$ cat config.mk
export PLATFORM = sky130hd
export DESIGN_NAME = seq_pattern_rx
export DESIGN_NICKNAME = d
export VERILOG_FILES = /design/src/rtl/seq_pattern_rx.sv
export SDC_FILE = /design/constraint.sdc
export NUM_CORES = 1
export LEC_CHECK = 0
export BUFFER_PORTS_ARGS = -buffer_cell sky130_fd_sc_hd__buf_2
export CAP_MARGIN = 5
export CORE_AREA = 2 2 39 41
export DETAILED_ROUTE_END_ITERATION = 8
export DIE_AREA = 0 0 41 43
export HOLD_SLACK_MARGIN = 0.08
export PLACE_DENSITY = 0.71
export SYNTH_ARGS = -nofsm -noshare
export SYNTH_HDL_FRONTEND = slang
export SYNTH_SLANG_ARGS = --single-unit
$ cat constraint.sdc
create_clock -name clk -period 1.8 [get_ports clk]
set_clock_uncertainty 0.15 [all_clocks]
set_input_delay 0.09 -clock clk [delete_from_list [all_inputs] [get_ports clk]]
set_output_delay 0.09 -clock clk [all_outputs]
set_load 0.05 [all_outputs]
$ cat src/rtl/seq_pattern_rx.sv
// Serial 4-bit pattern detector with fill tracking and wrapping match count.
// Define SEQ_RX_OVERLAP_EN for overlapping detection; default is non-overlapping.
module seq_pattern_rx #(
  parameter logic [3:0] PATTERN = 4'b1011,
  parameter int         CNT_W   = 4
) (
  input  logic             clk,
  input  logic             reset,
  input  logic             din,
  input  logic             din_valid,
  output logic             match,
  output logic [CNT_W-1:0] match_count,
  output logic             count_wrap,
  output logic [3:0]       window,
  output logic [2:0]       fill
);

  typedef enum logic [2:0] {
    EMPTY = 3'd0,
    FILL1 = 3'd1,
    FILL2 = 3'd2,
    FILL3 = 3'd3,
    ARMED = 3'd4
  } fill_e;

  fill_e            fill_q, fill_d;
  logic [3:0]       win_q, win_d;
  logic [CNT_W-1:0] cnt_q, cnt_d;
  logic             match_q, match_d;
  logic             wrap_q, wrap_d;

  always_comb begin
    fill_d  = fill_q;
    win_d   = win_q;
    cnt_d   = cnt_q;
    match_d = 1'b0;
    wrap_d  = 1'b0;
    if (din_valid) begin
      win_d = {win_q[2:0], din};
      unique case (fill_q)
        EMPTY:   fill_d = FILL1;
        FILL1:   fill_d = FILL2;
        FILL2:   fill_d = FILL3;
        default: fill_d = ARMED;
      endcase
      if (fill_d == ARMED && win_d == PATTERN) begin
        match_d = 1'b1;
        cnt_d   = cnt_q + CNT_W'(1);
        wrap_d  = &cnt_q;
`ifndef SEQ_RX_OVERLAP_EN
        // window keeps shifting, but four fresh bits are needed
        fill_d  = EMPTY;
`endif
      end
    end
  end

  always_ff @(posedge clk or negedge reset) begin
    if (!reset) begin
      fill_q  <= EMPTY;
      win_q   <= 4'b0000;
      cnt_q   <= '0;
      match_q <= 1'b0;
      wrap_q  <= 1'b0;
    end else begin
      fill_q  <= fill_d;
      win_q   <= win_d;
      cnt_q   <= cnt_d;
      match_q <= match_d;
      wrap_q  <= wrap_d;
    end
  end

  assign match       = match_q;
  assign match_count = cnt_q;
  assign count_wrap  = wrap_q;
  assign window      = win_q;
  assign fill        = fill_q;

endmodule

==> impl_metrics.tcl <==
set metrics [dict create \
    status "finished, final reports clean" \
    synth-seq-cells 13 \
    critPathSlowestCell "dlygate4sd3_1" \
    worstSetupStartpointType "input port" \
    vias_per_cell 5.12 \
    tritoncts "yes" \
    grtUsageTotal_pct 12.7 \
    worst_pin_slew_ns 0.286 \
    antenna_left 0 \
    end_kind "flop" \
    path_depth 5 \
    cts-root-buf "clkbuf_4" \
    clock_power_share_pct 16.0 \
    first_global_vias 364 \
    synthTopCellsByArea "dfrtp_1 (59%), mux2_2 (10%), xnor2_1 (4.8%), nand3_4 (3.2%), mux2_4 (2.7%)" \
    yosysSeqAreaShare_pct 59.1 \
    max_freq_mhz 670 \
    slowest_delay_ns 0.52 \
    io-pin-count 17 \
    ir_worst_vdd_uv 652 \
    insertion_delay_ns 0.26 \
    p_int_w 0.000575 \
    drc 0 \
    crit_end "match_count[1]" \
    grt_first_pass_wirelength_mm 1.46 \
    cts.reportedPaths.clkPinSlew_ns 0.07 \
    hold_class "input port to asynchronous set/reset pin" \
    cp-startpoint "din_valid" \
    r2r_start "window[1]" \
    fp.dieH_um 43 \
    initial_core_util_pct 39.8 \
    required_ns 1.81 \
    cts_max_path_buffers 2 \
    path_cells "dlygate4sd3_1 > buf_2 > and4b_4 > nand3_4 > mux2_4" \
    cp_num_buf_inv 2 \
    syn_to_final_growth_pct 26.4 \
    setup_viol 0 \
    synth_edf_count 0 \
    antenna_found_initial 0 \
    cts_buffers 3 \
    post_synth_inst_count 39 \
    hold_viol_final 0 \
    gp_congestion 0.700 \
    rsz0062_at_grt "false" \
    initialDrtViolationCount 2 \
    reg2reg_depth 3 \
    p_sw_w 0.000489 \
    rows 14 \
    io_buffers 16 \
    swShare_pct 46.0 \
    grt_start_max_net_pins 14 \
    post-route-period-util_pct 82.9 \
    first_pass_iters 4 \
    pwr_density_cell_nw_per_um2 1530 \
    fin_crit_ns 1.49 \
    drive_gt1_share_pct 44.3 \
    core_um2 1380 \
    synth_cell_types 18 \
    rrSetupSlack_ns 0.37 \
    critPathKind "input port to flop" \
    die_x_um 41 \
    cts-htree-levels 1 \
    fin_nets 67 \
    overflow 0 \
    routed_wirelength_um 927 \
    cts_setup_buffers 0 \
    relSlewSlack_pct 80.9 \
    die-area_um2 1760 \
    async_flop_share_pct 100 \
    max_cap_viol_count 0 \
    slew_viol_final 0 \
    synthFlopType "dfrtp_1" \
    yosysTopAreaCellShare_pct 59.1 \
    cpLargestDelayFamily "buffers and inverters" \
    cts_resized 0 \
    final_core_util_pct 50.3 \
    power_frac_seq_pct 41.0 \
    p_leak_nw 0.352 \
    wl_per_cell_um 12.0 \
    diodes 0 \
    cp_max_fo 9 \
    syn_area_um2 551 \
    ys_warn_count 0 \
    cts.sinks 13 \
    yosys.area.top_type "dfrtp_1" \
    avgSynthCellArea_um2 14.1 \
    reg2reg_to "match_count[1]" \
    fin_tns_setup_ns 0 \
    pwr-share-comb_pct 43.0 \
    cp_data_arrival_time_ns 1.50 \
    syn_nets 44 \
    vias 394 \
]
-- worst reg2reg max path, stage by stage (launching register included) --
cell and delay, ns:
dfrtp_1 0.40, and4b_4 0.37, nand3_4 0.10, mux2_4 0.30
-- per-stage QoR --
| stage | setup WS [ns] | power, W | instance area (um2) | hold slack [ns] | instances |
|---|---|---|---|---|---|
| 2_1_floorplan | 0.144 | 0.000788 | 551 | -0.356 | 39 |
| 3_3_place_gp | 0.401 | 0.000888 | 639 | -0.161 | 70 |
| 5_1_grt | 0.255 | 0.00113 | 696 | 0.110 | 77 |
| 4_1_cts | 0.315 | 0.00108 | 696 | 0.0870 | 77 |
| 6_report | 0.307 | 0.00106 | 696 | 0.0875 | 77 |
| 3_5_place_dp | 0.371 | 0.000896 | 639 | -0.162 | 70 |
-- layout make-up --
| cell class | instances | area (um2) |
|---|---|---|
| fillers | 131 | 688 |
| flip-flops and latches | 13 | 325 |
| multi-input cells | 24 | 210 |
| repair buffers | 19 | 110 |
| clock buffers | 4 | 26.3 |
| well taps | 16 | 20.0 |
| inverters | 1 | 3.75 |
-- placed cells by master, fill, tap and decap left out, drive strengths merged --
cell         synthesis  routed
and3                 1       1
a21oi                1       1
ha                   1       1
mux2                 6       6
buf                  1      16
o21ai                1       1
inv                  1       1
a32o                 1       1
nand3                2       2
dlygate4sd3          0       3
a21o                 1       1
nor2                 3       3
nand4                2       2
and4b                1       1
dfrtp               13      13
a31oi                1       1
xnor2                3       3
clkbuf               0       4
-- timing repair --
| action | CTS | global route |
|---|---|---|
| hold buffers | 3 | 0 |
| hold endpoints to repair | 26 | 0 |
| endpoints found under the setup margin | 0 | 0 |
-- flip-flops by register name, summed over array words and instances (netlist names) --
signal	flops
count_wrap	1
match_count	4
match	1
fill	3
window	4
-- cell usage after synthesis (2+ instances only) --
cell type / n
nor2_1: 3
xnor2_1: 3
dfrtp_1: 13
mux2_2: 5
nand4_1: 2
-- worst min-delay path by stage --
stage	slack [ns]	cells after the start	to	start
floorplan	-0.36	0	count_wrap	reset
global placement	-0.16	1	fill[1]	reset
detailed placement	-0.16	1	fill[0]	reset
CTS	0.09	2	fill[1]	reset
global route	0.11	2	fill[2]	reset
finish	0.09	2	fill[1]	reset
-- layer usage --
metal | GRT usage [%] | up-vias | share of wire, % | routed length [um]
li1 | - | 183 | - | -
met1 | 16.1 | 195 | 48 | 446
met2 | 18.4 | 16 | 45 | 416
met3 | 3.14 | 0 | 6.8 | 63
met4 | 8.00 | 0 | 0 | 0
met5 | 0 | - | 0 | 0
-- power by group through the flow --
stage	clock (W)	sequential, W	combinational (W)
finish	0.000170	0.000436	0.000457
global route	0.000195	0.000450	0.000484
CTS	0.000180	0.000436	0.000461
detailed placement	0	0.000441	0.000455
global placement	0	0.000434	0.000454
floorplan	0	0.000663	0.000125
-- kinds of logic (layout without fill, tap and decap cells) --
group | count (synthesis) | after routing | share of synthesized area [%]
multiplexers | 6 | 6 | 13.0
XOR/XNOR | 3 | 3 | 4.77
AND/OR/NAND/NOR | 9 | 9 | 12.0
buffers and inverters | 2 | 24 | 2.73
AO/OA/AOI/OAI | 5 | 5 | 6.14
adder cells (fa/ha/maj) | 1 | 1 | 2.27
flip-flops | 13 | 13 | 59.1
Power figures use the tool's default switching activity.
